===== config.mk =====
export PLATFORM = sky130hd
export DESIGN_NAME = param_mod_counter_flat
export DESIGN_NICKNAME = d
export VERILOG_FILES = /design/src/rtl/param_mod_counter_if.sv /design/src/rtl/param_mod_counter.sv /design/src/flat_wrapper.sv
export SDC_FILE = /design/constraint.sdc
export NUM_CORES = 1
export LEC_CHECK = 0
export ABC_AREA = 1
export ABC_CLOCK_PERIOD_IN_PS = 1700
export CAP_MARGIN = 20
export CORE_ASPECT_RATIO = 0.5
export CORE_MARGIN = 4
export CORE_UTILIZATION = 45
export CTS_CLUSTER_DIAMETER = 50
export DETAILED_ROUTE_END_ITERATION = 16
export DONT_BUFFER_PORTS = 1
export SYNTH_ARGS = -nofsm -noshare
export SYNTH_HDL_FRONTEND = slang
export SYNTH_SLANG_ARGS = --single-unit

===== constraint.sdc =====
create_clock -name clk -period 1.7 [get_ports clk]
set_input_delay 0.17 -clock clk [delete_from_list [all_inputs] [get_ports clk]]
set_output_delay 0.17 -clock clk [all_outputs]
set_load 0.02 [all_outputs]

===== src/rtl/param_mod_counter_if.sv =====
// Control/status bundle for param_mod_counter.
// The master drives the controls and the slave (the counter) returns the count and status.
interface param_mod_counter_if #(
  parameter int WIDTH = 8
);
  logic             en;
  logic             up;
  logic             load;
  logic [WIDTH-1:0] load_val;
  logic             oneshot;
  logic             start;
  logic             inv_toggle;
  logic [WIDTH-1:0] count;
  logic [WIDTH-1:0] count_out;
  logic             tc;
  logic             busy;

  modport master (
    output en, up, load, load_val, oneshot, start, inv_toggle,
    input  count, count_out, tc, busy
  );

  modport slave (
    input  en, up, load, load_val, oneshot, start, inv_toggle,
    output count, count_out, tc, busy
  );
endinterface


===== src/rtl/param_mod_counter.sv =====
// Up/down modulo counter with load, one-shot run mode, terminal-count pulse and output invert.
// Optional step prescaler enabled by defining PARAM_MOD_COUNTER_PRESCALER_EN.
module param_mod_counter #(
  parameter int WIDTH    = 8,
  parameter int MAX_VAL  = (1 << WIDTH) - 1,
  parameter int PRESCALE = 4
) (
  input  logic               clk,
  input  logic               rst_n,
  param_mod_counter_if.slave bus
);

  localparam logic [WIDTH-1:0] MAX_W = WIDTH'(MAX_VAL);

  typedef enum logic [1:0] {
    ST_IDLE = 2'd0,
    ST_RUN  = 2'd1,
    ST_DONE = 2'd2
  } state_t;

  logic [1:0]       sync_q;
  logic             run_en;
  logic [WIDTH-1:0] count_q;
  logic             tc_q;
  logic             busy_q;
  logic             inv_q;
  state_t           state_q;

  logic [WIDTH-1:0] count_inc;
  logic [WIDTH-1:0] count_dec;
  logic [WIDTH-1:0] step_val;
  logic [WIDTH-1:0] load_clamped;
  logic             at_wrap;
  logic             step_tick;
  logic             start_accept;

  // Reset release is synchronised; nothing moves until the second flop has seen it.
  always_ff @(posedge clk or negedge rst_n) begin
    if (!rst_n) begin
      sync_q <= 2'b00;
    end else begin
      sync_q <= {sync_q[0], 1'b1};
    end
  end

  assign run_en = sync_q[1];

  always_comb begin
    count_inc    = (count_q == MAX_W) ? '0 : count_q + WIDTH'(1);
    count_dec    = (count_q == '0) ? MAX_W : count_q - WIDTH'(1);
    step_val     = bus.up ? count_inc : count_dec;
    at_wrap      = bus.up ? (count_q == MAX_W) : (count_q == '0);
    load_clamped = (bus.load_val > MAX_W) ? MAX_W : bus.load_val;
  end

  assign start_accept = bus.oneshot && !bus.load && bus.start && (state_q != ST_RUN);

`ifdef PARAM_MOD_COUNTER_PRESCALER_EN
  localparam int PW = $clog2(PRESCALE);
  localparam logic [PW-1:0] PRE_LAST = PW'(PRESCALE - 1);

  logic [PW-1:0] pre_q;

  always_ff @(posedge clk or negedge rst_n) begin
    if (!rst_n) begin
      pre_q <= '0;
    end else if (run_en) begin
      if (bus.load || start_accept) begin
        pre_q <= '0;
      end else if (bus.en) begin
        pre_q <= (pre_q == PRE_LAST) ? '0 : pre_q + PW'(1);
      end
    end
  end

  assign step_tick = bus.en && (pre_q == PRE_LAST);
`else
  assign step_tick = bus.en;
`endif

  always_ff @(posedge clk or negedge rst_n) begin
    if (!rst_n) begin
      count_q <= '0;
      tc_q    <= 1'b0;
      busy_q  <= 1'b0;
      inv_q   <= 1'b0;
      state_q <= ST_IDLE;
    end else if (run_en) begin
      tc_q <= 1'b0;
      if (bus.inv_toggle) begin
        inv_q <= ~inv_q;
      end

      if (!bus.oneshot) begin
        state_q <= ST_IDLE;
        busy_q  <= 1'b0;
        if (bus.load) begin
          count_q <= load_clamped;
        end else if (step_tick) begin
          count_q <= step_val;
          tc_q    <= at_wrap;
        end
      end else begin
        case (state_q)
          ST_IDLE: begin
            if (bus.load) begin
              count_q <= load_clamped;
            end else if (bus.start) begin
              state_q <= ST_RUN;
              busy_q  <= 1'b1;
            end
          end

          // A wrapping step saturates instead: count already sits at the end value.
          ST_RUN: begin
            if (bus.load) begin
              count_q <= load_clamped;
            end else if (step_tick) begin
              if (at_wrap) begin
                tc_q    <= 1'b1;
                state_q <= ST_DONE;
                busy_q  <= 1'b0;
              end else begin
                count_q <= step_val;
              end
            end
          end

          ST_DONE: begin
            if (bus.load) begin
              count_q <= load_clamped;
            end else if (bus.start) begin
              count_q <= bus.up ? '0 : MAX_W;
              state_q <= ST_RUN;
              busy_q  <= 1'b1;
            end
          end

          default: begin
            state_q <= ST_IDLE;
            busy_q  <= 1'b0;
          end
        endcase
      end
    end
  end

  assign bus.count     = count_q;
  assign bus.count_out = count_q ^ {WIDTH{inv_q}};
  assign bus.tc        = tc_q;
  assign bus.busy      = busy_q;

endmodule


===== src/flat_wrapper.sv =====
// flat-port wrapper written by rule: the top's interface ports become plain ports
module param_mod_counter_flat 
#(
  parameter int WIDTH    = 8,
  parameter int MAX_VAL  = (1 << WIDTH) - 1,
  parameter int PRESCALE = 4
)
  (clk, rst_n, bus_en, bus_up, bus_load, bus_load_val, bus_oneshot, bus_start, bus_inv_toggle, bus_count, bus_count_out, bus_tc, bus_busy);
  param_mod_counter_if #(.WIDTH(WIDTH)) bus_i ();
  input  logic clk;
  input  logic rst_n;
  input wire logic [$bits(bus_i.en)-1:0] bus_en;
  input wire logic [$bits(bus_i.up)-1:0] bus_up;
  input wire logic [$bits(bus_i.load)-1:0] bus_load;
  input wire logic [$bits(bus_i.load_val)-1:0] bus_load_val;
  input wire logic [$bits(bus_i.oneshot)-1:0] bus_oneshot;
  input wire logic [$bits(bus_i.start)-1:0] bus_start;
  input wire logic [$bits(bus_i.inv_toggle)-1:0] bus_inv_toggle;
  output wire logic [$bits(bus_i.count)-1:0] bus_count;
  output wire logic [$bits(bus_i.count_out)-1:0] bus_count_out;
  output wire logic [$bits(bus_i.tc)-1:0] bus_tc;
  output wire logic [$bits(bus_i.busy)-1:0] bus_busy;
  assign bus_i.en = bus_en;
  assign bus_i.up = bus_up;
  assign bus_i.load = bus_load;
  assign bus_i.load_val = bus_load_val;
  assign bus_i.oneshot = bus_oneshot;
  assign bus_i.start = bus_start;
  assign bus_i.inv_toggle = bus_inv_toggle;
  assign bus_count = bus_i.count;
  assign bus_count_out = bus_i.count_out;
  assign bus_tc = bus_i.tc;
  assign bus_busy = bus_i.busy;
  param_mod_counter #(.WIDTH(WIDTH), .MAX_VAL(MAX_VAL), .PRESCALE(PRESCALE)) u_core (.clk(clk), .rst_n(rst_n), .bus(bus_i));
endmodule

# Word-level counts from Yosys, hierarchy flattened
# Cells that the tools add are included.
[op_classes]
add_sub_neg = 2
magnitude_cmp = 1
eq_ne = 13
muxes = 37
bitwise = 2
n_reduce_logical = 7
[ops]
columns = ["op", "count"]
rows = [
  ["$mux W8", 14],
  ["$pmux W8 S3", 1],
  ["$ne A3 B3 Y1 const B", 5],
  ["$mux W1", 14],
  ["$mux W2", 6],
  ["$add A8 B1 Y8 const B", 1],
  ["$eq A8 B8 Y1 const B", 1],
  ["$gt A8 B8 Y1 const B", 1],
  ["$logic_not A8 Y1", 1],
  ["$ne A4 B4 Y1 const B", 2],
  ["$sub A8 B1 Y8 const B", 1],
  ["$xor A8 B8 Y8", 1],
  ["$reduce_and A7 Y1", 1],
  ["$ne A3 B2 Y1 const B", 2],
  ["$reduce_and A6 Y1", 1],
  ["$ne A4 B1 Y1 const B", 1],
  ["$pmux W2 S2", 1],
  ["$reduce_bool A3 Y1", 1],
  ["$eq A2 B1 Y1 const B", 1],
  ["$eq A2 B2 Y1 const B", 1],
  ["$logic_not A2 Y1", 1],
  ["$pmux W1 S2", 1],
  ["$reduce_and A2 Y1", 1],
  ["$reduce_or A2 Y1", 1],
  ["$not A1 Y1", 1],
]
[word_totals]
ff_bits = 15
input_bits = 16
output_inout_bits = 18
wordCells = 68

# Depth between registers and ports, before layout
# Gate-level depths: netlist of the first run.
[logic_depth]
ltp_word = 8
depth_mapped = 13
depth_no_buf = 13

# Least setup slack after synthesis of the first run
# No wires, ideal clock.
[synth_timing]
path_type = "register to register"
from = "reg u_core.bus.busy (netlist name)"
to = "reg u_core.count_q[0] (netlist: u_core.bus.count[0])"
setup_ps = 74
t_arrival_ps = 1688
required_time_ps = 1626
path_slack_ps = -62
path_stages_with_launch = 10
path_buffers = 1
synth_period_minus_slack_ps = 1762
path_cell_list = "dfrtp_1 > inv_1 > ha_1 > clkbuf_1 > nand2_1 > a21oi_1 > nand3_1 > nand4_1 > nand2_1 > o21ai_2"
[synth_lines]
columns = ["element", "line", "source"]
rows = [
  ["end signal: assignment", "param_mod_counter.sv:98", "count_q <= load_clamped;"],
  ["end signal: assignment", "param_mod_counter.sv:100", "count_q <= step_val;"],
  ["end signal: assignment", "param_mod_counter.sv:107", "count_q <= load_clamped;"],
  ["end: declaration", "param_mod_counter.sv:23", "logic [WIDTH-1:0] count_q;"],
]

# Worst setup path after layout of the first run
[layout_timing]
from = "reg u_core.state_q[1]"
to = "reg u_core.count_q[0] (netlist: u_core.bus.count[0])"
[layout_via]
elab_chain_len = 3
word_cells_on_any_way = 11
cone_classes = "eq/ne: 7; mux: 2; reduce/logical: 2"
[layout_rtl]
columns = ["element", "line", "source"]
rows = [
  ["start: declaration", "param_mod_counter.sv:27", "state_t state_q;"],
  ["start signal: assignment", "param_mod_counter.sv:87", "state_q <= ST_IDLE;"],
  ["start signal: assignment", "param_mod_counter.sv:95", "state_q <= ST_IDLE;"],
  ["start signal: assignment", "param_mod_counter.sv:109", "state_q <= ST_RUN;"],
  ["$eq A2 B1 Y1, or another cell as far along", "param_mod_counter.sv:104", "case (state_q)"],
  ["$ne A4 B1 Y1 (no line), or another cell as far along", "-", ""],
  ["$reduce_and A7 Y1 (no line) or $mux W8 (tied branches)", "-", ""],
  ["end signal: assignment", "param_mod_counter.sv:100", ""],
  ["end signal: assignment", "param_mod_counter.sv:107", ""],
  ["end signal: assignment", "param_mod_counter.sv:117", "count_q <= load_clamped;"],
]
# Parallel ways exist; a longest one is shown, timed or not.
# A chain may end at the register's enable or synchronous reset.

==> results of run 1 <==
-- path summary, 6_finish.rpt --
path / from / endpoint / slack, ns / cells after the start
max: u_core.state_q[1]$_DFFE_PN0P_ / u_core.bus.count[0]$_DFFE_PN0P_ / 0.02 / 8
min: bus_inv_toggle / u_core.inv_q$_DFFE_PN0P_ / 0.09 / 2
max reg2reg: u_core.state_q[1]$_DFFE_PN0P_ / u_core.bus.count[0]$_DFFE_PN0P_ / 0.02 / 8
min reg2reg: u_core.sync_q[0]$_DFF_PN0_ / u_core.sync_q[1]$_DFF_PN0_ / 0.35 / 0
max in group asynchronous: rst_n / u_core.bus.busy$_DFFE_PN0P_ / 0.90 / 1
min in group asynchronous: rst_n / u_core.bus.count[3]$_DFFE_PN0P_ / 0.37 / 1
-- power groups by stage --
stage,Clock (uW),Sequential (uW),Combinational [uW]
detailed placement,0,727,2600
floorplan,0,700,2010
global placement,0,730,2570
finish,276,761,2920
global route,302,788,3230
CTS,284,723,2630
-- final cells by class --
class	count	area (um2)
fillers	345	1450
multi-input cells	203	1230
flip-flops and latches	14	357
repair buffers	32	246
inverters	31	119
well taps	51	63.8
clock buffers	4	45.0
-- critical path, cell delays in order (launching register included) --
cell	delay, ns
dfrtp_1	0.40
buf_6	0.13
ha_4	0.15
nand4_1	0.09
nand3_2	0.09
nor3_4	0.35
nand3_4	0.19
nand2_2	0.10
o21ai_2	0.05
-- cell usage after synthesis, drive strengths merged --
master and n:
nand2 84, inv 31, nor2 28, nand3 21
o21ai 21, dfrtp 14, buf 11, a21oi 10
xor2 10, nand4 8, ha 7, o22ai 3
clkbuf 2, nor3 2, o21bai 2, or2 2
conb 1, nand3b 1, o211ai 1, xnor2 1
-- per-layer routing --
layer  vias up  global-route usage, %
li1        881                      -
met1       801                   28.6
met2        47                   31.7
met3         7                   4.41
met4         0                   2.16
met5         -                      0
-- kinds of logic (layout without fill, tap and decap cells) --
| kind of cell | after synthesis | count (layout) |
|---|---|---|
| AND/OR/NAND/NOR | 146 | 147 |
| buffers and inverters | 44 | 67 |
| AO/OA/AOI/OAI | 37 | 37 |
| flip-flops | 14 | 14 |
| XOR/XNOR | 11 | 11 |
| adder cells (fa/ha/maj) | 7 | 7 |
| other | 1 | 1 |
-- registers in the layout (all words and copies together), names as in the netlist --
signal            flops
u_core.bus.count      8
u_core.sync_q         2
u_core.bus.busy       1
u_core.bus.tc         1
u_core.inv_q          1
u_core.state_q        1
-- repair_timing --
| action | CTS | global route |
|---|---|---|
| setup buffers | 0 | 5 |
| endpoints found under the hold margin | 14 | 0 |
| pin swaps | 0 | 17 |
| hold buffers | 1 | 0 |
| endpoints found under the setup margin | 8 | 10 |
| gates resized for setup | 3 | 34 |
| cloned | 0 | 1 |
-- per-stage QoR --
step | util, % | TNS [ns] | power (uW)
global placement | 52.0 | -0.120 | 3300
floorplan | - | 0 | 2710
detailed placement | 52.0 | -0.365 | 3330
CTS | 54.0 | 0 | 3640
finish | 58.7 | 0 | 3960
global route | 58.7 | -0.586 | 4320
==> summary.txt, run 1 <==
Outcome
  – Outcome: complete, no violations

Setup path
  – Critical path class: reg2reg
  – Arrival time of the worst setup path: 1.81 ns
  – Startpoint Class: register
  – CP Capture Type: register
  – Max Fanout on Critical Path: 6
  – Required @ worst endpoint: ~1.8 ns

Place
  – Place WS: -0.0704 ns
  – Gp weighted congestion: 0.911
  – I/O Buffers: 0
  – Placed cells: 324
  – Detailed Place HPWL: 3730 um
  – Placement Cell Area: roughly 0.0018 mm2

Global route
  – Vias in the first global route: about 1,600
  – GR Overflow Total: 0
  – Global-route wire length before repair: 7450 um
  – Initial antenna violation count: 0
  – Gr usage total: 19.9%
  – Largest net degree at the start of global routing: 15

CTS
  – CTS tree: built
  – Clk Tree Root Cell: clkbuf_8
  – Clk_lat worst skew: between 0.2 and 0.25 ns
  – Cts bufs inserted: 3
  – CTS H-tree lvls: 1
  – Clk slew on worst S/H paths: ~0.05 ns
  – CTS Sinks: 14
  – Longest Clk Path Bufs: 2

Timing
  – Worst Clk Skew: slightly above 0.0005 ns
  – Hold Violations, Final: 0
  – Worst-Margin Slew: 0.603 ns
  – Final Hold Slack: 0.0879 ns
  – Maximum clock frequency: 594 MHz
  – Final Max Slew Viols: 0
  – RSZ-0062 raised after global routing: true
  – Slew margin rel.: roughly three fifths
  – Min Tclk post-route: roughly 1.7 ns
  – Setup slack after layout: 0.0174 ns
  – Final setup fails: 0
  – Final period util: slightly below 100%

Finish
  – Area grow syn2layout: 22.7%
  – Post-route cell area: 0.00206 mm2
  – Post-Layout Cell Count: 335
  – Layout cells sized above 1: 33.8%
  – Commonest non-fill, non-tap cell in the layout: nand2_1
  – # nets final: slightly above 300
  – Most frequent cells in the layout: 69 x nand2_1, 30 x buf_4, 21 x inv_1, 17 x nand3_1, 16 x nor2_1
  – Number of diodes: 0

Die
  – Vert. Die Dim: 51.2 um
  – Row Count: 15
  – Die area: about 0.0048 mm2
  – Num ports: 34
  – Initial Util: 47.8%
  – Core footprint: 0.00351 mm2
  – Die W: 94.4 um

Detailed routing
  – DRT iter0 DRCs: between 100 and 150
  – Drt drc: 0
  – Vias: 1,736
  – Router iterations before antenna repair: 4
  – Routed met1 length: 2340 um
  – Post-route ant nets: 0
  – Final wirelength: 4750 um
  – Wire length on met2: 2090 um
  – Detailed-routed wire length on met3: 286 um
  – Top Metal Used: met4
  – Wire per inst: 14.2 um
  – Drt via density: 5.18

Power and ir drop
  – P_int: 1770 uW
  – Clock power share: approximately 7%
  – Max VDD drop: 0.996 mV
  – Switching share of power: 55.4%
  – Leak Pwr: 0.000999 uW
  – Seq pwr share: a little under a fifth
  – Logic gate share of total power: 73.8%
  – Switch Pwr: around 2200 uW
  – Cell Pwr Density: 1920 mW/mm2

Logic synthesis
  – Compound-Gate Fraction of Synth Area: 13.0%
  – Adder-Cell Fraction of Synth Area: 5.22%
  – Dominant cell type by area after synthesis: dfrtp_1
  – Mean Syn Cell Area: between 6 and 7 um2
  – Mux cell area share after synthesis: 0%
  – Largest family of logic cells by synthesized area: simple AND/OR/NAND/NOR gates
  – Ys Warns: 0
  – Top cell type's share of synthesized area: 20.9%
  – Cell Area, Synth: 0.00168 mm2
  – Unique masters post-synth: 33
  – Post-Synth Simple-Gate Area: approximately 41%
  – Synthesis-stage register bit count: 14
  – Cells after synthesis: 260
  – Syn nets: 283
  – Seq/Total Area, Yosys: 20.9%
  – Synth Area in XOR/XNOR: about 5.7%
  – Top cells by area, synth: dfrtp_1 21%, nand2_1 16%, inv_1 6.0%

Job
  – Max cap viols: 0

Worst hold path
  – Hold Crit Class: in2reg
Power figures use the tool's default switching activity.
==> run 2: changes to the inputs <==
ABC_CLOCK_PERIOD_IN_PS = 1350   (was 1700)
clock period = 1.35 ns   (was 1.7 ns; I/O delays follow)
==> summary.txt, run 2 (synthesized netlist as in run 1, its figures left out) <==
Job
  – Max cap viols: 0 (unchanged)

Finish
  – Area grow syn2layout: 46.5% (was 22.7%)
  – Layout cells sized above 1: 46.1% (was 33.8%)
  – Filler Cells Inserted: 291 (was 345)
  – Most frequent cells in the layout: 64 x nand2_1, 47 x buf_4, 20 x inv_1, 17 x nand3_1, 14 x nand2_2 (was 69 x nand2_1, 30 x buf_4, 21 x inv_1, 17 x nand3_1, 16 x nor2_1)
  – Largest register FFs: 8 (unchanged)
  – Commonest non-fill, non-tap cell in the layout: nand2_1 (unchanged)
  – Number of diodes: 0 (unchanged)
  – # nets final: 334 (was 308)

Detailed routing
  – Wire per inst: 14.4 um (was 14.2 um)
  – Drt drc: 0 (unchanged)
  – Router iterations before antenna repair: 4 (unchanged)
  – Drt via density: 5.08 (was 5.18)
  – Final wirelength: 5210 um (was 4750 um)
  – DRT iter0 DRCs: 136 (was 132)
  – Vias: 1,834 (was 1,736)
  – Post-route ant nets: 0 (unchanged)

CTS
  – Clk slew on worst S/H paths: 0.06 ns (was 0.05 ns)
  – Cts bufs inserted: 3 (unchanged)
  – Clk_lat worst skew: 0.25 ns (was 0.24 ns)
  – CTS Sinks: 14 (unchanged)
  – CTS H-tree lvls: 1 (unchanged)
  – CTS tree: built (unchanged)
  – Clk Tree Root Cell: clkbuf_8 (unchanged)
  – Longest Clk Path Bufs: 2 (unchanged)

Setup path
  – Critical path class: reg2reg (unchanged)
  – CP Capture Type: register (unchanged)
  – Startpoint Class: register (unchanged)
  – Arrival time of the worst setup path: 1.70 ns (was 1.81 ns)
  – Required @ worst endpoint: 1.49 ns (was 1.83 ns)
  – Max Fanout on Critical Path: 3 (was 6)

Timing
  – Min Tclk post-route: 1.56 ns (was 1.68 ns)
  – Final setup fails: 13 (was 0)
  – RSZ-0062 raised after global routing: true (unchanged)
  – Final Max Slew Viols: 0 (unchanged)
  – Hold Violations, Final: 0 (unchanged)
  – Worst Clk Skew: 0.00481 ns (was 0.000514 ns)
  – Final period util: 116% (was 99.0%)
  – Worst-Margin Slew: 0.654 ns (was 0.603 ns)
  – Final Hold Slack: 0.0357 ns (was 0.0879 ns)
  – Setup slack after layout: -0.211 ns (was 0.0174 ns)
  – Slew margin rel.: 56.3% (was 59.6%)
  – Maximum clock frequency: 641 MHz (was 594 MHz)

Die
  – Die area: 0.00483 mm2 (unchanged)
  – Row Count: 15 (unchanged)
  – Vert. Die Dim: 51.2 um (unchanged)
  – Num ports: 34 (unchanged)
  – Die W: 94.4 um (unchanged)
  – Initial Util: 47.8% (unchanged)
  – Core footprint: 0.00351 mm2 (unchanged)

Place
  – I/O Buffers: 0 (unchanged)
  – Place WS: -0.266 ns (was -0.0704 ns)
  – Detailed Place HPWL: 4110 um (was 3730 um)
  – Gp weighted congestion: 0.903 (was 0.911)

Worst hold path
  – Hold Crit Class: in2reg (unchanged)

Global route
  – Vias in the first global route: 1,790 (was 1,576)
  – Global-route wire length before repair: 8400 um (was 7450 um)
  – Largest net degree at the start of global routing: 15 (unchanged)
  – GR Overflow Total: 0 (unchanged)
  – Gr usage total: 22.2% (was 19.9%)
  – Initial antenna violation count: 0 (unchanged)

Outcome
  – Failing checks: negative setup slack
  – Outcome: complete, but fails checks (was complete, no violations)

Power and ir drop
  – Cell Pwr Density: 2600 mW/mm2 (was 1920 mW/mm2)
  – Max VDD drop: 1.54 mV (was 0.996 mV)
  – Leak Pwr: 0.00120 uW (was 0.000999 uW)
[run 2: cell types whose count changed in the layout (fill, tap and decap cells not counted), moves of 3 or more]
cell and delta:
nand2_4 +6, nor2_4 +10, nor2_1 -3, buf_4 +17, buf_6 +9, nor2_2 -7, dfrtp_2 +4, nand2_1 -5
inv_4 +3, dfrtp_1 -4, a21oi_1 -3
[run 2: per-stage QoR]
stage                     util, %  instance area (um2)  instances  total power (uW)  setup TNS [ns]
after floorplan                 -                 1800        260              3760           -1.67
after global placement       61.4                 2150        351              5210           -2.35
after detailed placement     61.4                 2150        351              5280           -2.46
after CTS                    66.6                 2340        359              5970           -2.11
after global routing         70.1                 2460        361              6870           -3.06
final                        70.1                 2460        361              6390           -2.04
[run 2: final timing paths]
| path | startpoint | endpoint | slack (ns) | cells past startpoint |
|---|---|---|---|---|
| setup / recovery | u_core.bus.count[0]$_DFFE_PN0P_ | u_core.bus.count[4]$_DFFE_PN0P_ | -0.21 | 13 |
| hold / removal | bus_inv_toggle | u_core.inv_q$_DFFE_PN0P_ | 0.04 | 2 |
| setup reg to reg | u_core.bus.count[0]$_DFFE_PN0P_ | u_core.bus.count[4]$_DFFE_PN0P_ | -0.21 | 13 |
| hold reg to reg | u_core.sync_q[0]$_DFF_PN0_ | u_core.sync_q[1]$_DFF_PN0_ | 0.35 | 0 |
| max in group asynchronous | rst_n | u_core.bus.busy$_DFFE_PN0P_ | 0.53 | 1 |
| min in group asynchronous | rst_n | u_core.bus.count[7]$_DFFE_PN0P_ | 0.35 | 1 |
[run 2: worst max-delay path: stages (launching register included)]
cell and delay [ns]:
dfrtp_2 0.42, inv_4 0.07, ha_4 0.16, inv_2 0.08
nor2_4 0.04, buf_4 0.13, nand2_1 0.05, nand2_1 0.05
nor2_1 0.11, nand2_1 0.08, nand3_1 0.07, nand2_1 0.06
nand2_1 0.08, o21ai_2 0.05
[run 2: area by class of cell]
| class | instances | area, um2 | area share [%] |
|---|---|---|---|
| multi-input combinational | 202 | 1360 | 55.2 |
| inverter | 31 | 126 | 5.14 |
| sequential | 14 | 362 | 14.7 |
| tap | 51 | 63.8 | 2.59 |
| clock buffer | 4 | 55.1 | 2.24 |
| timing repair buffer | 59 | 495 | 20.1 |
[run 2: report_power, final]
| part | leakage, uW | internal [uW] | switching (uW) |
|---|---|---|---|
| registers | 0.000164 | 606 | 354 |
| logic | 0.00101 | 2280 | 2730 |
| clock network | 0.0000288 | 259 | 159 |
| total | 0.00120 | 3140 | 3240 |
[run 2: timing repair]
item | 4_1_cts | 5_1_grt
gates resized for setup | 25 | 30
hold buffers | 1 | 0
pin swaps | 11 | 9
endpoints found under the hold margin | 14 | 0
endpoints found under the setup margin | 16 | 18
setup buffers | 3 | 2
[run 2: layer usage]
layer  GRT usage (%)  wire [um]
met1            29.6       2430
met2            35.9       2350
met3            7.50        381
met4            2.64         52
met5               0          0
==> run 3: changes to the inputs <==
GPL_TIMING_DRIVEN = 0   (was unset)
==> summary.txt, run 3 (synthesized netlist as in run 1, its figures left out) <==
Detailed routing
  – Vias: 1,711 (was 1,834)
  – Final wirelength: 4770 um (was 5210 um)
  – Drt drc: 0 (unchanged)
  – DRT iter0 DRCs: 120 (was 136)
  – Post-route ant nets: 0 (unchanged)
  – Router iterations before antenna repair: 4 (unchanged)
  – Drt via density: 5.28 (was 5.08)
  – Wire per inst: 14.7 um (was 14.4 um)

Die
  – Die W: 94.4 um (unchanged)
  – Core footprint: 0.00351 mm2 (unchanged)
  – Initial Util: 47.8% (unchanged)
  – Row Count: 15 (unchanged)
  – Num ports: 34 (unchanged)
  – Vert. Die Dim: 51.2 um (unchanged)
  – Die area: 0.00483 mm2 (unchanged)

Setup path
  – Max Fanout on Critical Path: 7 (was 3)
  – Required @ worst endpoint: 1.49 ns (about the same)
  – Reg2Reg Setup Slack: -0.34 ns (was -0.21 ns)
  – CP max stage cell: dfrtp_2 (unchanged)
  – Reg2Reg Capture Point: u_core.bus.count[6]$_DFFE_PN0P_ (was u_core.bus.count[4]$_DFFE_PN0P_)
  – Arrival time of the worst setup path: 1.83 ns (was 1.70 ns)
  – Crit path cell chain: inv_4, ha_4, nand2_4, nor2_2, nor2_2, nand2_1, nand2_2, nand2_1, nand2_1, nand2_1, nand2_2, nand2_2 (was inv_4, ha_4, inv_2, nor2_4, buf_4, nand2_1, nand2_1, nor2_1, nand2_1, nand3_1, nand2_1, nand2_1, o21ai_2)
  – R2R cell count: 12 (was 13)
  – CP endpoint: u_core.bus.count[6]$_DFFE_PN0P_ (was u_core.bus.count[4]$_DFFE_PN0P_)
  – Crit path launch: u_core.bus.count[1]$_DFFE_PN0P_ (was u_core.bus.count[0]$_DFFE_PN0P_)
  – Crit-path max cell delay: 0.55 ns (was 0.42 ns)
  – CP Capture Type: register (unchanged)
  – Critical path class: reg2reg (unchanged)
  – CP most frequent cell: nand2_1 (unchanged)
  – Startpoint Class: register (unchanged)
  – Reg-to-reg startpoint: u_core.bus.count[1]$_DFFE_PN0P_ (was u_core.bus.count[0]$_DFFE_PN0P_)

CTS
  – Clk slew on worst S/H paths: 0.06 ns (about the same)
  – CTS H-tree lvls: 1 (unchanged)
  – Cts bufs inserted: 3 (unchanged)
  – Longest Clk Path Bufs: 2 (unchanged)
  – Clk Tree Root Cell: clkbuf_8 (unchanged)
  – CTS Sinks: 14 (unchanged)
  – Clk_lat worst skew: 0.25 ns (about the same)
  – CTS tree: built (unchanged)

Global route
  – GR Overflow Total: 0 (unchanged)
  – Initial antenna violation count: 0 (unchanged)
  – Gr usage total: 20.9% (was 22.2%)
  – Largest net degree at the start of global routing: 15 (unchanged)
  – Global-route wire length before repair: 7830 um (was 8400 um)
  – Vias in the first global route: 1,588 (was 1,790)

Finish
  – Number of diodes: 0 (unchanged)
  – # nets final: 297 (was 334)
  – Most frequent cells in the layout: 62 x nand2_1, 19 x inv_1, 16 x nand2_2, 16 x nand3_1, 14 x nor2_1 (was 64 x nand2_1, 47 x buf_4, 20 x inv_1, 17 x nand3_1, 14 x nand2_2)
  – Largest register FFs: 8 (unchanged)
  – Filler Cells Inserted: 328 (was 291)
  – Area grow syn2layout: 32.3% (was 46.5%)
  – Final core occ: 63.3% (was 70.1%)
  – Commonest non-fill, non-tap cell in the layout: nand2_1 (unchanged)
  – Layout cells sized above 1: 41.4% (was 46.1%)

Place
  – Detailed Place HPWL: 3650 um (was 4110 um)
  – Gp weighted congestion: 0.916 (was 0.903)
  – I/O Buffers: 0 (unchanged)

Timing
  – Worst-Margin Slew: 0.657 ns (was 0.654 ns)
  – Setup TNS: -3.45 ns (was -2.04 ns)
  – Final Hold Slack: 0.0384 ns (was 0.0357 ns)
  – Final period util: 125% (was 116%)
  – RSZ-0062 raised after global routing: true (unchanged)
  – Final setup fails: 13 (unchanged)
  – Final Max Slew Viols: 0 (unchanged)
  – Slew margin rel.: 56.0% (was 56.3%)
  – Hold Violations, Final: 0 (unchanged)
  – Worst Clk Skew: 0.00269 ns (was 0.00481 ns)
  – Maximum clock frequency: 591 MHz (was 641 MHz)
  – Min Tclk post-route: 1.69 ns (was 1.56 ns)
  – Setup slack after layout: -0.342 ns (was -0.211 ns)

Worst hold path
  – Hold Crit Class: in2reg (unchanged)
  – Worst Hold Depth: 2 (unchanged)

Outcome
  – Outcome: complete, but fails checks (unchanged)
  – Failing checks: negative setup slack (unchanged)

Power and ir drop
  – Cell Pwr Density: 2460 mW/mm2 (was 2600 mW/mm2)
  – Leak Pwr: 0.00102 uW (was 0.00120 uW)
  – Max VDD drop: 1.06 mV (was 1.54 mV)

Job
  – Max cap viols: 0 (unchanged)
## run 3: metal layers
layer | wire length (um) | up-vias | GRT usage (%) | part of all wire [%]
met1 | 2120 | 796 | 28.8 | 44
met3 | 440 | 6 | 6.47 | 9.2
met2 | 2170 | 58 | 33.1 | 46
met5 | 0 | - | 0 | 0
met4 | 41 | 0 | 2.88 | 0.86
li1 | - | 851 | - | -
## run 3: per-stage QoR
| step | worst slack (ns) | power [uW] | instance area [um2] | cells |
|---|---|---|---|---|
| after detailed placement | -0.451 | 4340 | 1870 | 311 |
| after global routing | -0.428 | 5900 | 2220 | 324 |
| after CTS | -0.319 | 5180 | 2110 | 323 |
| final | -0.342 | 5460 | 2220 | 324 |
| after floorplan | -0.191 | 3760 | 1800 | 260 |
| after global placement | -0.479 | 4280 | 1870 | 311 |
## run 3: area by class of cell
cell class	instances	area (um2)	share of cell area [%]
Inverter	31	124	5.58
Buffer	12	123	5.52
Multi-Input combinational cell	202	1420	63.8
Tap cell	51	63.8	2.87
Timing Repair Buffer	10	77.6	3.49
Sequential cell	14	362	16.3
Clock buffer	4	55.1	2.48
## run 3: timing repair
action | 4_1_cts | 5_1_grt
setup buffers | 8 | 1
hold endpoints to repair | 14 | 0
pin swaps | 21 | 13
endpoints found under the setup margin | 19 | 19
resized for setup | 32 | 23
hold buffers | 1 | 0
cloned | 0 | 0
## run 3: critical path: cells and delay by family (launching register included)
kind	cells	cell delay, ns
AND/OR/NAND/NOR	10	0.76
flip-flops	1	0.55
adder cells (fa/ha/maj)	1	0.17
buffers and inverters	1	0.09
## run 3: where the power goes
group	switching [uW]	internal (uW)	total [uW]
Combinational	2510	1530	4040
Sequential	405	604	1010
Clock	155	258	413
## run 3: how the worst min path moves through the flow
stage / from / end
5_1_grt: bus_inv_toggle / u_core.inv_q$_DFFE_PN0P_
4_1_cts: bus_inv_toggle / u_core.inv_q$_DFFE_PN0P_
6_report: bus_inv_toggle / u_core.inv_q$_DFFE_PN0P_
2_1_floorplan: rst_n / u_core.bus.busy$_DFFE_PN0P_
3_5_place_dp: rst_n / u_core.bus.count[6]$_DFFE_PN0P_
3_3_place_gp: rst_n / u_core.bus.count[6]$_DFFE_PN0P_
